==> src/rtl/cflog_pkg.sv <==
// rtl/cflog_pkg.sv - shared encodings and sizing defaults for the CF-Log controller and memory
package cflog_pkg;

    typedef enum logic [1:0] {
        ST_IDLE   = 2'd0,
        ST_LOG    = 2'd1,
        ST_REPORT = 2'd2,
        ST_CLEAR  = 2'd3
    } cflog_state_e;

    localparam logic [1:0] WEN_BOTH = 2'b11;
    localparam logic [1:0] WEN_NONE = 2'b00;

    localparam int CFLOG_LOG_WORDS = 512;
    localparam int CFLOG_ADDR_MSB  = 9;

endpackage

==> src/rtl/cflog_ctrl.sv <==
// rtl/cflog_ctrl.sv - CF-Log sequencing controller: logs src/dst pairs, reports, then zero-clears
module cflog_ctrl
    import cflog_pkg::*;
#(
    parameter int LOG_WORDS = CFLOG_LOG_WORDS,
    parameter int ADDR_MSB  = CFLOG_ADDR_MSB
) (
    input  logic                clk,
    input  logic                reset,
    input  logic                enable,
    input  logic                entry_valid,
    input  logic [15:0]         entry_src,
    input  logic [15:0]         entry_dst,
    output logic                entry_ready,
    input  logic                sw_flush_req,
    input  logic                sw_ack,
    input  logic                sw_rd_en,
    output logic [1:0]          ram_wen,
    output logic [ADDR_MSB:0]   write_addr,
    output logic [15:0]         ram_din1,
    output logic [15:0]         ram_din2,
    output logic                ram_cen,
    output logic [ADDR_MSB:0]   log_ptr,
    output logic                irq_report,
    output logic [1:0]          ctrl_state
);

    localparam int AW = ADDR_MSB + 1;
    localparam logic [AW-1:0] LAST_PAIR = AW'(LOG_WORDS - 2);
    localparam logic [AW-1:0] FULL_PTR  = AW'(LOG_WORDS);
    localparam logic [AW-1:0] PAIR      = AW'(2);

    cflog_state_e  state;
    logic [AW-1:0] clr_ptr;
    logic          accept;
    logic          clr_done;
    logic          go_report;

    // Handshake-driven outputs are gated by reset so a reset cycle never writes memory.
    assign entry_ready = !reset && (state == ST_LOG) && (log_ptr <= LAST_PAIR);
    assign accept      = entry_valid && entry_ready;
    assign clr_done    = (clr_ptr + PAIR) >= log_ptr;
    assign go_report   = (accept && ((log_ptr + PAIR) == FULL_PTR))
                       || (sw_flush_req && (accept || (log_ptr != '0)));
    assign ram_cen     = !(!reset && (state == ST_REPORT) && sw_rd_en);
    assign ctrl_state  = state;

    // Single shared write port: log writes and clear writes are mutually exclusive by state.
    always_comb begin
        ram_wen    = WEN_NONE;
        write_addr = '0;
        ram_din1   = '0;
        ram_din2   = '0;
        if (accept) begin
            ram_wen    = WEN_BOTH;
            write_addr = log_ptr;
            ram_din1   = entry_src;
            ram_din2   = entry_dst;
        end else if (!reset && (state == ST_CLEAR)) begin
            ram_wen    = WEN_BOTH;
            write_addr = clr_ptr;
        end
    end

    always_ff @(posedge clk) begin
        if (reset) begin
            state      <= ST_IDLE;
            log_ptr    <= '0;
            clr_ptr    <= '0;
            irq_report <= 1'b0;
        end else begin
            case (state)
                ST_IDLE: begin
                    if (enable) begin
                        state <= ST_LOG;
                    end
                end
                ST_LOG: begin
                    if (accept) begin
                        log_ptr <= log_ptr + PAIR;
                    end
                    if (go_report) begin
                        state      <= ST_REPORT;
                        irq_report <= 1'b1;
                    end else if (!enable && !accept) begin
                        state <= ST_IDLE;
                    end
                end
                ST_REPORT: begin
                    if (sw_ack) begin
                        state      <= ST_CLEAR;
                        clr_ptr    <= '0;
                        irq_report <= 1'b0;
                    end
                end
                ST_CLEAR: begin
                    if (clr_done) begin
                        log_ptr <= '0;
                        clr_ptr <= '0;
                        state   <= enable ? ST_LOG : ST_IDLE;
                    end else begin
                        clr_ptr <= clr_ptr + PAIR;
                    end
                end
                default: state <= ST_IDLE;
            endcase
        end
    end

endmodule

==> config.mk <==
export PLATFORM = sky130hd
export DESIGN_NAME = cflog_ctrl
export DESIGN_NICKNAME = d
export VERILOG_FILES = /design/src/rtl/cflog_pkg.sv /design/src/rtl/cflog_ctrl.sv
export SDC_FILE = /design/constraint.sdc
export NUM_CORES = 1
export LEC_CHECK = 0
export BUFFER_PORTS_ARGS = -buffer_cell sky130_fd_sc_hd__buf_2
export CAP_MARGIN = 40
export CORE_ASPECT_RATIO = 0.75
export CORE_MARGIN = 8
export CORE_UTILIZATION = 44
export DETAILED_ROUTE_END_ITERATION = 8
export GPL_TIMING_DRIVEN = 0
export PLACE_DENSITY_LB_ADDON = 0.15
export SLEW_MARGIN = 10
export SYNTH_ARGS = -nofsm -noshare
export SYNTH_HDL_FRONTEND = slang
export SYNTH_SLANG_ARGS = --single-unit
==> constraint.sdc <==
create_clock -name clk -period 2.7 [get_ports clk]
set_input_delay 0.405 -clock clk [delete_from_list [all_inputs] [get_ports clk]]
set_output_delay 0.405 -clock clk [all_outputs]
set_load 0.1 [all_outputs]
### Word-level counts from Yosys, hierarchy flattened

Cells that the tools add are included.

| storage, ports and cells | value |
|---|---|
| register bits | 23 |
| bits of input ports | 39 |

| operators by class | value |
|---|---|
| equality and inequality tests | 10 |
| reduce and logical (&&, ||, !) cells | 24 |
| add/subtract/negate cells | 2 |
| mux-type cells | 22 |
| $lt $le $gt $ge | 2 |

Operator list:

| kind | count |
|---|---|
| two-way mux 10 bit | 6 |
| one-hot mux 10 bit (2 select lines) | 2 |
| two-way mux 16 bit | 2 |
| adder 10 x 2 -> 10 bit, second input constant | 2 |
| two-way mux 2 bit | 7 |
| == test 10 bit, second input constant | 1 |
| >= comparator 10 bit | 1 |
| <= comparator 10 x 9 -> 1 bit, second input constant | 1 |
| != test 2 bit, second input constant | 5 |
| nonzero test 10 bit | 1 |
| logical AND 1 bit | 9 |
| one-hot mux 2 bit (4 select lines) | 1 |
| AND reduction 3 bit | 2 |
| nonzero test 2 bit | 3 |
| == test 2 bit, second input constant | 2 |
| zero test 1 bit | 4 |
| AND reduction 4 bit | 1 |
| two-way mux 1 bit | 3 |
| != test 3 x 2 -> 1 bit, second input constant | 1 |
| == test 2 x 1 -> 1 bit, second input constant | 1 |
| zero test 2 bit | 1 |
| logical OR 1 bit | 2 |
| one-hot mux 1 bit (2 select lines) | 1 |
| AND reduction 2 bit | 1 |

### Longest topological paths before layout

| depth | value |
|---|---|
| word-level depth | 9 |
| depth in mapped cells | 12 |

### Least setup slack after synthesis

OpenSTA, ideal clock, no wires.

| timing | value |
|---|---|
| path kind | register -> output |
| start | reg state[1], in the netlist ctrl_state[1] |
| end | out ram_wen[1] |
| buffers on the path | 2 |
| arrival | 4116 ps |
| required time | 2295 ps |
| cell stages (with the launch flop) | 5 |
| path slack | -1821 ps |
| cells stage by stage | dfxtp_1 > buf_6 > nand2_1 > o21ai_0 > buf_4 |

| on the way | value |
|---|---|
| longest elaborated chain between the ends | 5 |
| elaborated cells between the ends (all ways) | 8 |

RTL lines:

| item | line | text |
|---|---|---|
| from (decl) | cflog_ctrl.sv:33 | `cflog_state_e state;` |
| from (signal assigned) | cflog_ctrl.sv:100 | `state <= enable ? ST_LOG : ST_IDLE;` |
| == test 2 x 1 -> 1 bit | cflog_ctrl.sv:40 | `assign entry_ready = !reset && (state == ST_LOG) && (log_ptr <= LAST_PAIR);` |
| logical AND 1 bit (2 in series) | cflog_ctrl.sv:40 |  |
| logical AND 1 bit | cflog_ctrl.sv:41 | `assign accept = entry_valid && entry_ready;` |
| two-way mux 2 bit (*) | cflog_ctrl.sv:54 | `if (accept) begin` |
| to (decl) | cflog_ctrl.sv:18 | `output logic [1:0] ram_wen,` |

Mark *: on every way between the ends. The rest lies on a longest branch, timed or not.

### Final worst setup path

| timing | value |
|---|---|
| start | reg state[1], in the netlist ctrl_state[1] |
| end | out ram_din2[9] |

| on the way | value |
|---|---|
| longest elaborated chain between the ends | 5 |

RTL lines:

| item | line | text |
|---|---|---|
| == test 2 x 1 -> 1 bit | cflog_ctrl.sv:40 |  |
| logical AND 1 bit (2 in series) | cflog_ctrl.sv:40 |  |
| logical AND 1 bit | cflog_ctrl.sv:41 |  |
| two-way mux 16 bit | cflog_ctrl.sv:54 |  |
| to (decl) | cflog_ctrl.sv:21 | `output logic [15:0] ram_din2,` |

No other way between the ends.

==> impl_metrics.xml <==
<?xml version="1.0" encoding="UTF-8"?>
<metrics>
  <group name="global_routing">
    <metric name="grt_util_met3" unit="%">4.26</metric>
    <metric name="grt_most_used_layer" unit="">met2</metric>
    <metric name="first_pass_grt_wire_length" unit="mm">9.27</metric>
    <metric name="grtUsageMet1" unit="%">24.6</metric>
    <metric name="globalRouteMet2Util" unit="%">29.6</metric>
    <metric name="grt_pass1_vias" unit="">1781</metric>
    <metric name="track_usage" unit="%">18.6</metric>
    <metric name="global_route.overflow_total" unit="">0</metric>
    <metric name="antenna_found_initial" unit="">0</metric>
    <metric name="grt_max_degree" unit="">12</metric>
  </group>
  <group name="clock_network">
    <metric name="clock_tree.root_cell" unit="">sky130_fd_sc_hd__clkbuf_8</metric>
    <metric name="clkSinkCount" unit="">21</metric>
    <metric name="clk-insertion-delay-late" unit="ps">270</metric>
    <metric name="numCtsBuffers" unit="">3</metric>
    <metric name="postCtsHoldBufs" unit="">0</metric>
    <metric name="ctsLongestPathBuffers" unit="">2</metric>
    <metric name="cts_tree" unit="">built</metric>
    <metric name="cts.clk_slew.worst_paths" unit="ps">90</metric>
    <metric name="cts-htree-levels" unit="">1</metric>
  </group>
  <group name="cells_and_area">
    <metric name="final-seq-area" unit="um^2">429</metric>
    <metric name="final_core_utilization" unit="%">67.2</metric>
    <metric name="final_nets" unit="">384</metric>
    <metric name="multi_input_gate_area" unit="um^2">1260</metric>
    <metric name="number_of_fill_cells_in_the_layout" unit="">330</metric>
    <metric name="antennaDiodeCount" unit="">0</metric>
    <metric name="drive_above_1_share" unit="%">44.6</metric>
    <metric name="layout-area-overhead-vs-synth" unit="%">46.4</metric>
  </group>
  <group name="floorplanning">
    <metric name="io-pin-count" unit="">98</metric>
    <metric name="die_area" unit="um^2">6100</metric>
    <metric name="initial_utilization" unit="%">45.9</metric>
    <metric name="die_height" unit="um">69.7</metric>
    <metric name="design.core.area" unit="um^2">3680</metric>
    <metric name="placement_rows" unit="">19</metric>
    <metric name="die_w" unit="um">87.6</metric>
  </group>
  <group name="synthesis">
    <metric name="synth.cell_area" unit="um^2">1690</metric>
    <metric name="seq_area_frac_synth" unit="%">24.9</metric>
    <metric name="synth_seq_cells" unit="">21</metric>
    <metric name="post_synth_main_area_contributors" unit="">sky130_fd_sc_hd__dfxtp_1, sky130_fd_sc_hd__and3_1, sky130_fd_sc_hd__ha_1</metric>
    <metric name="post_synth_inst_count" unit="">229</metric>
    <metric name="synth.lib_cells_used.distinct" unit="">42</metric>
    <metric name="postSynth.asyncResetShare" unit="%">0</metric>
    <metric name="number_of_flops_mapped_to_enable_cells_by_yosys" unit="">0</metric>
    <metric name="yosysWarningCount" unit="">0</metric>
    <metric name="postSynth.topFlopCell" unit="">sky130_fd_sc_hd__dfxtp_1</metric>
    <metric name="synthesis.area_per_instance" unit="um^2">7.39</metric>
    <metric name="netlist.top_cell.by_area" unit="">sky130_fd_sc_hd__dfxtp_1</metric>
    <metric name="synth_top_area_share" unit="%">24.9</metric>
  </group>
  <group name="flow_run">
    <metric name="drv.max_cap_violation_count" unit="">0</metric>
  </group>
  <group name="drt">
    <metric name="total_length_of_routed_wires" unit="mm">5.83</metric>
    <metric name="vias" unit="">2020</metric>
    <metric name="drc_errors" unit="">0</metric>
    <metric name="drt_antenna_net_count" unit="">0</metric>
    <metric name="drt_iter0_drc" unit="">113</metric>
    <metric name="via_per_inst" unit="">5.26</metric>
    <metric name="firstDrtPassIters" unit="">5</metric>
    <metric name="wire_per_inst" unit="um">15.2</metric>
  </group>
  <group name="sta">
    <metric name="setup_tns" unit="ps">0</metric>
    <metric name="timing_max_transition_violations_final" unit="">0</metric>
    <metric name="min_period" unit="ps">2630</metric>
    <metric name="min_setup_slack_post_route" unit="ps">75.0</metric>
    <metric name="layout_worst_path_cycle_share" unit="%">97.2</metric>
    <metric name="clock-skew-final" unit="ps">4.25</metric>
    <metric name="setup_violations" unit="">0</metric>
    <metric name="worst_slew_margin_rel" unit="%">49.8</metric>
    <metric name="hold_worst_slack" unit="ps">458</metric>
    <metric name="worstMarginPinSlew" unit="ps">748</metric>
    <metric name="timing.fmax" unit="MHz">381</metric>
    <metric name="hold_viol" unit="">0</metric>
  </group>
  <group name="power_and_ir_drop">
    <metric name="static-leakage-power" unit="nW">1.32</metric>
    <metric name="cellPowerDensity" unit="nW/um^2">314</metric>
    <metric name="vdd.ir_drop.worst" unit="V">0.000295</metric>
  </group>
  <group name="setup_path">
    <metric name="cp-start-kind" unit="">flip-flop</metric>
    <metric name="timing.critical_path.fanout_max" unit="">10</metric>
    <metric name="timing.setup.critical_path_class" unit="">flip-flop to output port</metric>
    <metric name="required" unit="ps">2300</metric>
    <metric name="critical_path.max_stage_delay" unit="ps">420</metric>
    <metric name="timing.critical_path.cells" unit="">buf_6, nor4b_4, buf_4, clkbuf_1, and3_1, buf_2</metric>
    <metric name="reg2reg_setup_slack" unit="ps">110</metric>
    <metric name="endpoint_kind" unit="">output port</metric>
    <metric name="critical-path-slowest-cell" unit="">sky130_fd_sc_hd__buf_2</metric>
    <metric name="cp.arrival" unit="ps">2220</metric>
  </group>
  <group name="placement">
    <metric name="portBuffers" unit="">94</metric>
    <metric name="routabilityCongestion" unit="">0.843</metric>
    <metric name="dp.final_hpwl" unit="mm">4.50</metric>
    <metric name="dp_worst_setup_slack" unit="ps">-165</metric>
  </group>
  <group name="min_path">
    <metric name="hold_class" unit="">primary input to flip-flop</metric>
  </group>
  <group name="status">
    <metric name="status" unit="">finished, final reports clean</metric>
  </group>
</metrics>
==> logic make-up after synthesis <==
kind of cell,after synthesis,synth area share (%)
adders and majority gates,12,8.88
DFF,21,24.9
other,1,0.222
AOI/OAI and AO/OA,48,18.4
muxes,1,0.592
xor gates and xnor gates,9,4.66
and+or+nand+nor,108,34.7
buffers and inverters,29,7.69
==> registers in the layout, indices dropped and copies added, names as in the netlist <==
name and flops:
clr_ptr 9, log_ptr 9, irq_report 1, ctrl_state 2
==> worst paths after layout <==
path	startpoint	end	cells after the start
setup / recovery	ctrl_state[1]	ram_din2[9]	6
hold / removal	sw_ack	ctrl_state[0]	3
hold reg to reg	irq_report	irq_report	2
setup reg to reg	clr_ptr[1]	log_ptr[5]	12
==> routing by layer <==
layer,wire length (um),share of wire [%],vias to the layer above
met5,0,0,-
met4,55,0.94,0
met3,439,7.5,6
met2,2840,49,76
met1,2500,43,923
li1,-,-,1015
==> critical path: cells and delay by family, from the launching register on <==
kind / cells / cell delay (ps)
AND/OR/NAND/NOR: 2 / 590
flip-flops: 1 / 330
buffers and inverters: 4 / 1030
==> synth_stat cells (2+ instances only) <==
library cell	count
sky130_fd_sc_hd__a211oi_1	3
sky130_fd_sc_hd__a21oi_1	12
sky130_fd_sc_hd__a221oi_1	2
sky130_fd_sc_hd__a22oi_1	8
sky130_fd_sc_hd__and2_1	2
sky130_fd_sc_hd__and3_1	34
sky130_fd_sc_hd__buf_2	2
sky130_fd_sc_hd__buf_4	3
sky130_fd_sc_hd__clkbuf_1	9
sky130_fd_sc_hd__dfxtp_1	21
sky130_fd_sc_hd__ha_1	12
sky130_fd_sc_hd__inv_1	14
sky130_fd_sc_hd__nand2_1	22
sky130_fd_sc_hd__nand3_1	6
sky130_fd_sc_hd__nand4_1	2
sky130_fd_sc_hd__nor2_1	25
sky130_fd_sc_hd__nor3_1	5
sky130_fd_sc_hd__nor3_2	2
sky130_fd_sc_hd__nor4_1	2
sky130_fd_sc_hd__o211a_1	2
sky130_fd_sc_hd__o21ai_0	13
sky130_fd_sc_hd__xnor2_1	6
sky130_fd_sc_hd__xor2_1	3
==> timing repair <==
action                                 in CTS  in global routing
buffers inserted                            1                  3
setup endpoints to repair                  26                 30
resized for setup                          15                 12
endpoints found under the hold margin       0                  0
pin swaps                                   1                  5
==> per-stage QoR <==
stage	power [mW]	instances	area [um^2]
after detailed placement	0.561	376	2290
after floorplan	0.505	230	1760
final	0.777	384	2480
after global placement	0.559	376	2290
after CTS	0.775	381	2400
after global routing	0.807	384	2480
==> layout make-up <==
type | count | area share (%)
buffer | 15 | 3.34
sequential | 21 | 17.3
clock buffer | 4 | 1.82
inverter | 14 | 2.12
timing repair buffer | 98 | 21.7
multi-input combinational | 180 | 51.0
tap | 52 | 2.63
==> power breakdown <==
group | switching, mW | internal (mW)
logic | 0.185 | 0.0565
registers | 0.00434 | 0.311
clock network | 0.114 | 0.105
total | 0.304 | 0.473
==> cells in the final DEF (no fill, tap or decap), types with 2 or more instances in the layout <==
master,instances
sky130_fd_sc_hd__a211oi_1,3
sky130_fd_sc_hd__a21oi_1,12
sky130_fd_sc_hd__a221oi_1,2
sky130_fd_sc_hd__a22oi_1,8
sky130_fd_sc_hd__and2_1,2
sky130_fd_sc_hd__and3_1,25
sky130_fd_sc_hd__and3_2,9
sky130_fd_sc_hd__buf_2,86
sky130_fd_sc_hd__buf_4,16
sky130_fd_sc_hd__clkbuf_1,8
sky130_fd_sc_hd__clkbuf_8,3
sky130_fd_sc_hd__conb_1,2
sky130_fd_sc_hd__dfxtp_1,16
sky130_fd_sc_hd__dfxtp_2,4
sky130_fd_sc_hd__ha_1,11
sky130_fd_sc_hd__inv_1,14
sky130_fd_sc_hd__nand2_1,22
sky130_fd_sc_hd__nand3_1,4
sky130_fd_sc_hd__nand3_2,2
sky130_fd_sc_hd__nand4_1,2
sky130_fd_sc_hd__nor2_1,23
sky130_fd_sc_hd__nor3_1,5
sky130_fd_sc_hd__nor4_1,2
sky130_fd_sc_hd__o211a_1,2
sky130_fd_sc_hd__o21ai_0,3
sky130_fd_sc_hd__o21ai_2,9
sky130_fd_sc_hd__xnor2_1,5
sky130_fd_sc_hd__xor2_1,3
Note: power is estimated with default switching activity, not from simulation.
